File: config.mk
export PLATFORM = sky130hd
export DESIGN_NAME = pl_fetch_pc
export DESIGN_NICKNAME = d
export VERILOG_FILES = /design/src/rtl/pl_pkg.sv /design/src/rtl/pl_next_pc_sel.sv /design/src/rtl/pl_fetch_pc.sv
export SDC_FILE = /design/constraint.sdc
export NUM_CORES = 1
export LEC_CHECK = 0
export BUFFER_PORTS_ARGS = -buffer_cell sky130_fd_sc_hd__buf_4
export CORE_UTILIZATION = 45
export DETAILED_ROUTE_END_ITERATION = 8
export PLACE_DENSITY = 0.84
export SLEW_MARGIN = 20
export SYNTH_ARGS = -nofsm -noshare
export SYNTH_HDL_FRONTEND = slang
export SYNTH_HIERARCHICAL = 1
export SYNTH_SLANG_ARGS = --single-unit
File: constraint.sdc
create_clock -name clk -period 4.25 [get_ports clk]
set_input_delay 0.425 -clock clk [delete_from_list [all_inputs] [get_ports clk]]
set_output_delay 0.425 -clock clk [all_outputs]
set_load 0.02 [all_outputs]
File: src/rtl/pl_pkg.sv
// pl_pkg: shared fetch-state encoding and instruction-format constants for the pipeline front end.
package pl_pkg;

    typedef enum logic [1:0] {
        ST_BOOT  = 2'd0,
        ST_RUN   = 2'd1,
        ST_STALL = 2'd2,
        ST_HALT  = 2'd3
    } fetch_state_t;

    localparam int INSTR_WID = 16;
    localparam int OPC_WID = 5;
    localparam logic [OPC_WID-1:0] OPC_HALT = 5'b11111;

    function automatic logic [OPC_WID-1:0] opcode_of(input logic [INSTR_WID-1:0] instr);
        return instr[INSTR_WID-1 -: OPC_WID];
    endfunction

endpackage

File: src/rtl/pl_next_pc_sel.sv
// pl_next_pc_sel: combinational next-PC / next-state priority mux (redirects, stall, halt, increment).
module pl_next_pc_sel
    import pl_pkg::*;
#(
    parameter int PROG_CTR_WID = 10,
    parameter logic [OPC_WID-1:0] HALT_OPCODE = OPC_HALT
) (
    input  fetch_state_t            state,
    input  logic                    stall,
    input  logic                    branch_taken,
    input  logic [PROG_CTR_WID-1:0] branch_target,
    input  logic                    jump,
    input  logic [PROG_CTR_WID-1:0] jump_target,
    input  logic [PROG_CTR_WID-1:0] pc,
    input  logic [OPC_WID-1:0]      opcode,
    output logic [PROG_CTR_WID-1:0] next_pc,
    output fetch_state_t            next_state,
    output logic                    squash,
    output logic                    wrap
);

    logic halt_hit;

    assign halt_hit = (state == ST_RUN) && (opcode == HALT_OPCODE);

    // EX branch beats ID jump (older instruction); any redirect overrides a stall or halt.
    // BOOT and the STALL exit cycle hold the PC so the held word is presented once more.
    always_comb begin
        next_pc    = pc;
        next_state = state;
        squash     = 1'b0;
        wrap       = 1'b0;
        if (branch_taken) begin
            next_pc    = branch_target;
            next_state = ST_RUN;
            squash     = 1'b1;
        end else if (jump) begin
            next_pc    = jump_target;
            next_state = ST_RUN;
            squash     = 1'b1;
        end else if (stall) begin
            next_state = ST_STALL;
        end else if (state == ST_HALT) begin
            next_state = ST_HALT;
        end else if (state != ST_RUN) begin
            next_state = ST_RUN;
        end else if (halt_hit) begin
            next_state = ST_HALT;
        end else begin
            next_pc = pc + PROG_CTR_WID'(1);
            wrap    = &pc;
        end
    end

endmodule

File: src/rtl/pl_fetch_pc.sv
// pl_fetch_pc: PC register and fetch control feeding IF/ID; FETCH_PERF_CNT_EN adds saturating perf counters.
module pl_fetch_pc
    import pl_pkg::*;
#(
    parameter int PROG_CTR_WID = 10,
    parameter logic [PROG_CTR_WID-1:0] RESET_PC = '0,
    parameter logic [OPC_WID-1:0] HALT_OPCODE = OPC_HALT
) (
    input  logic                    clk,
    input  logic                    rst,
    input  logic                    stall_in,
    input  logic                    branch_taken_EX,
    input  logic [PROG_CTR_WID-1:0] branch_target_EX,
    input  logic                    jump_ID,
    input  logic [PROG_CTR_WID-1:0] jump_target_ID,
    input  logic [INSTR_WID-1:0]    instr_mem_out,
    output logic [PROG_CTR_WID-1:0] instr_mem_addr,
    output logic                    fetch_valid,
    output logic                    squash_IF,
    output logic                    halted,
    output logic                    pc_wrap
`ifdef FETCH_PERF_CNT_EN
    ,
    output logic [31:0]             perf_fetch_cnt,
    output logic [15:0]             perf_redirect_cnt,
    output logic [15:0]             perf_stall_cnt
`endif
);

    fetch_state_t            state;
    fetch_state_t            next_state;
    logic [PROG_CTR_WID-1:0] next_pc;
    logic                    sel_squash;
    logic                    sel_wrap;
    logic                    unused_instr_bits;

    assign unused_instr_bits = ^instr_mem_out[INSTR_WID-OPC_WID-1:0];

    pl_next_pc_sel #(
        .PROG_CTR_WID (PROG_CTR_WID),
        .HALT_OPCODE  (HALT_OPCODE)
    ) u_sel (
        .state         (state),
        .stall         (stall_in),
        .branch_taken  (branch_taken_EX),
        .branch_target (branch_target_EX),
        .jump          (jump_ID),
        .jump_target   (jump_target_ID),
        .pc            (instr_mem_addr),
        .opcode        (opcode_of(instr_mem_out)),
        .next_pc       (next_pc),
        .next_state    (next_state),
        .squash        (sel_squash),
        .wrap          (sel_wrap)
    );

    // PC, fetch state and registered status outputs; fetch_valid is frozen while stalled.
    always_ff @(posedge clk) begin
        if (rst) begin
            instr_mem_addr <= RESET_PC;
            state          <= ST_BOOT;
            fetch_valid    <= 1'b0;
            squash_IF      <= 1'b0;
            halted         <= 1'b0;
            pc_wrap        <= 1'b0;
        end else begin
            instr_mem_addr <= next_pc;
            state          <= next_state;
            fetch_valid    <= (next_state == ST_STALL) ? fetch_valid : (next_state == ST_RUN);
            squash_IF      <= sel_squash;
            halted         <= next_state == ST_HALT;
            pc_wrap        <= sel_wrap;
        end
    end

`ifdef FETCH_PERF_CNT_EN
    // Saturating event counters sampled from the registered fetch status.
    always_ff @(posedge clk) begin
        if (rst) begin
            perf_fetch_cnt    <= '0;
            perf_redirect_cnt <= '0;
            perf_stall_cnt    <= '0;
        end else begin
            if (fetch_valid && !stall_in && !(&perf_fetch_cnt))
                perf_fetch_cnt <= perf_fetch_cnt + 32'd1;
            if (squash_IF && !(&perf_redirect_cnt))
                perf_redirect_cnt <= perf_redirect_cnt + 16'd1;
            if (state == ST_STALL && !(&perf_stall_cnt))
                perf_stall_cnt <= perf_stall_cnt + 16'd1;
        end
    end
`endif

endmodule

## After elaboration in Yosys (flattened, before gate mapping)

Cells that the tools add are included.

- Bits in registers: 16
- Bits of input ports: 41
- Word-level logic and storage cells: 36

- Add/sub/neg operators: 1
- Equality and inequality tests: 11
- Muxes and demuxes: 14
- Reductions and logical operators: 4

Operators by type and width:

| kind | count |
|---|---|
| $mux W10 | 6 |
| $mux W2 | 6 |
| $add A10 B1 Y10 const B | 1 |
| $reduce_and A10 Y1 | 1 |
| $ne A3 B3 Y1 const B | 3 |
| $reduce_or A7 Y1 | 1 |
| $eq A2 B2 Y1 const B | 3 |
| $eq A5 B5 Y1 const B | 1 |
| $eq A2 B1 Y1 const B | 2 |
| $reduce_and A4 Y1 | 1 |
| $ne A3 B1 Y1 const B | 1 |
| $mux W1 | 2 |
| $ne A2 B1 Y1 const B | 1 |
| $logic_and A1 B1 Y1 | 1 |

## Depth between registers and ports, before layout

- Depth in word-level cells: 9
- Mapped depth: 7

## By module

Netlist, hierarchy kept.

By module, submodules not included:

| module | times used | cells each | area an instance (um^2) |
|---|---|---|---|
| pl_fetch_pc | 1 | 35 | 454.2 |
| pl_next_pc_sel | 1 | 65 | 426.7 |

## Least setup slack after synthesis

Ideal clock, no wire load.

- Path type: reg2reg
- Start point: reg instr_mem_addr[0]
- End point: reg instr_mem_addr[8]
- Library setup time: 0.114 ns
- Arrival: 1.743 ns
- Slack: 2.393 ns
- Cell stages (with the launch flop): 8
- Clock period less this slack: 1.857 ns
- Cell sequence: dfxtp_1 -> ha_1 -> and3_1 -> and3_1 -> nand4_1 -> nor4bb_1 -> or3_1 -> nor2b_1

- Longest elaborated chain between the ends: 7

Ends and longest elaborated chain:

| element | RTL line | text |
|---|---|---|
| from (decl) | pl_fetch_pc.sv:17 | `output logic [PROG_CTR_WID-1:0] instr_mem_addr,` |
| from (signal assigned) | pl_fetch_pc.sv:67 | `instr_mem_addr <= next_pc;` |
| $add A10 B1 Y10 | pl_next_pc_sel.sv:50 | `next_pc = pc + PROG_CTR_WID'(1);` |
| $mux W10 | pl_next_pc_sel.sv:47 | `end else if (halt_hit) begin` |
| $mux W10 | pl_next_pc_sel.sv:45 | `end else if (state != ST_RUN) begin` |
| $mux W10 | pl_next_pc_sel.sv:43 | `end else if (state == ST_HALT) begin` |
| $mux W10 | pl_next_pc_sel.sv:41 | `end else if (stall) begin` |
| $mux W10 | pl_next_pc_sel.sv:37 | `end else if (jump) begin` |
| $mux W10 | pl_next_pc_sel.sv:33 | `if (branch_taken) begin` |
| named net next_pc[8] | pl_fetch_pc.sv:32 | `logic [PROG_CTR_WID-1:0] next_pc;` |

The timed path passes the listed nets, and every way through them passes these cells. The select of a mux whose other input is x is not followed.
A chain may end at the register's enable or synchronous reset.

## Final worst setup path

- Start point: in instr_mem_out[15]
- End point: reg instr_mem_addr[8]

- Longest elaborated chain between the ends: 4

Ends and longest elaborated chain:

| element | RTL line | text |
|---|---|---|
| from (decl) | pl_fetch_pc.sv:16 | `input logic [INSTR_WID-1:0] instr_mem_out,` |
| $eq A5 B5 Y1 | pl_next_pc_sel.sv:24 | `assign halt_hit = (state == ST_RUN) && (opcode == HALT_OPCODE);` |
| $logic_and A1 B1 Y1 | pl_next_pc_sel.sv:24 |  |
| $ne A3 B3 Y1 (no line) | -- |  |
| $reduce_and A4 Y1 (no line) | -- |  |

No other way between the ends.

==> flow_summary.ini <==
[worst_setup_path]
arrival_ps = 2420
path_max_fanout = 11
startpoint_type = input pin
worstSetupPathType = input pin to register
r2r_slack_ps = 2080
reg2regPathDepth = 6
cp.required_ps = 4440
end_kind = register

[synthesis]
synth_mux_area_share_pct = 1.14
ys_types = 35
yosys_warnings = 6
ys_top_cells_by_area = dfxtp_1 36%, nor2b_1 8.5%, a22oi_1 6.0%
synth-main-ff-cell = dfxtp_1
async_reset_ff_share_pct = 0
synthCells = 100
seq_area_frac_synth_pct = 36.4
synth_xor_area_share_pct = 6.96
syn-cell-area_um2 = 881
synth-simple-area-share_pct = 30.0
synth_edf_count = 0
yosys.area.top_type = dfxtp_1
ys_ff_latch = 16
synth.avg_cell_area_um2 = 8.81
synth_top_family_by_area = simple AND/OR/NAND/NOR gates
synth_compound_area_share_pct = 19.5
synth_nets = 142
synthAdderAreaFrac_pct = 1.42
synth_top_area_share_pct = 36.4

[worst_hold_path]
holdPathStages = 2
worstHoldPathType = input pin to register

[timing]
fmax_ghz = 0.448
hold_viol_final = 0
hold_slack_ps = 403
skew_ps = 1.90
drv_slew = 0
setup_tns_ps = 0
worstMarginPinSlew_ps = 741
max_slew_margin_pct = 50.6
rsz0062_at_grt = no
period_minus_slack_ps = 2230
period_share_pct = 52.5
setup_viol = 0

[clocking]
cts_hold_buf = 0
root_buffer = clkbuf_4
clock_path_buffers = 2
cts_max_level = 1
clk_latency_ps = 290
ctsResizeCount = 0
post-cts-setup-buffers = 0
path_clk_slew_ps = 90
numCtsBuffers = 3
cts_sinks = 16
cts_tree = yes

[power]
p_int_mw = 0.255
p_sw_share_pct = 27.4
powerDensity_mw_per_mm2 = 282
pwr-share-comb_pct = 23.3
ir_worst_vdd_v = 0.000199
p_leak_nw = 0.571
switching_power_mw = 0.0965
pwr-share-clk_pct = 28.8
p_seq_share_pct = 47.9

[detailed_routing]
wl_per_cell_um = 14.0
vias_per_cell = 5.43
drc_errors = 0
vias = 913
route.antenna.remaining_nets = 0
dr.pass1.iters = 4
wirelength_mm = 2.35
drt_iter0_markers = 22

[die]
die_h_um = 46.2
die_x_um = 46.2
core-area_mm2 = 0.00178
rows = 15
initial_core_util_pct = 49.4
dieArea_mm2 = 0.00214
ios = 55

[outcome]
status = completed

[final_layout]
antenna_cells = 0
syn_to_final_growth_pct = 41.3
final_common_cell = buf_4
fin_util_pct = 69.8
stdcell_area_mm2 = 0.00124
drive_gt1_share_pct = 35.7
regArea_um2 = 320
layout.cells.non_filler = 168
multi_input_area_um2 = 519
layout_common_cells = 43 x buf_4, 16 x dfxtp_1, 12 x nor2b_1, 8 x nand2_1, 8 x o21ai_0
nFillCells = 150
final_nets = 186

[run]
maxCapViolations = 0

[global_route]
grt.total_usage_pct = 23.8
grt-ovfl-total = 0
grt_pass1_vias = 802
antenna_found_initial = 0
grt_max_degree = 17
grt_first_pass_wirelength_mm = 3.62

[place]
dp_cells = 164
portBuffers = 43
place_hpwl_mm = 1.80
gp_congestion = 0.794
dpl-instance-area_mm2 = 0.00121
-- metal layers --
layer | vias up | track usage (%) | routed length, um
met5 | - | 0 | 0
met4 | 0 | 13.5 | 64
met3 | 8 | 1.18 | 88
met2 | 31 | 41.1 | 1280
met1 | 437 | 29.0 | 914
li1 | 437 | - | -
-- registers in the layout (all words and copies together), names as in the netlist --
name            cells
pc_wrap             1
squash_IF           1
state               2
halted              1
instr_mem_addr     10
fetch_valid         1
-- stage by stage --
step | total power [mW] | setup WS [ps]
after floorplan | 0.211 | 2390
after global placement | 0.249 | 1820
after detailed placement | 0.253 | 1730
after CTS | 0.354 | 2040
after global routing | 0.368 | 1920
final | 0.352 | 2020
-- synthesized netlist by cell type (2+ instances only) --
| master | number |
|---|---|
| nor2_1 | 3 |
| a22oi_1 | 7 |
| xor2_1 | 6 |
| nor2b_1 | 12 |
| a21oi_1 | 2 |
| dfxtp_1 | 16 |
| inv_1 | 4 |
| and2b_1 | 3 |
| nand2_1 | 8 |
| and3_1 | 3 |
| nand3_1 | 2 |
| o21ai_0 | 8 |
| and2_1 | 2 |
| nand4_1 | 3 |
-- power groups by stage --
stage	clock network, mW	registers, mW	logic (mW)
CTS	0.103	0.168	0.0823
global placement	0	0.171	0.0789
floorplan	0	0.179	0.0318
detailed placement	0	0.171	0.0819
global route	0.110	0.170	0.0889
finish	0.101	0.168	0.0820
-- final timing paths --
kind | from | to
worst min register to register | fetch_valid | fetch_valid
worst max register to register | state[0] | instr_mem_addr[8]
worst max-delay path | instr_mem_out[15] | instr_mem_addr[8]
worst min-delay path | rst | fetch_valid
-- kinds of logic after synthesis --
| group | count (synthesis) |
|---|---|
| xor gates and xnor gates | 7 |
| DFF | 16 |
| buffers and inverters | 8 |
| adders and majority gates | 1 |
| muxes | 1 |
| AOI/OAI and AO/OA | 23 |
| and+or+nand+nor | 44 |
-- worst max-delay path, stage by stage --
cell and delay (ps):
buf_4 110, and4_4 190, a2111oi_4 730, nand4_1 270, nor4bb_1 210, or3_1 360, nor2b_1 130
-- layout make-up --
cell class              instances  share of cell area [%]
inverters                       4                    1.21
well taps                      25                    2.51
flip-flops and latches         16                    25.7
multi-input cells              76                    41.7
repair buffers                 43                    25.9
clock buffers                   4                    2.91
(Power assumes the default switching activity.)
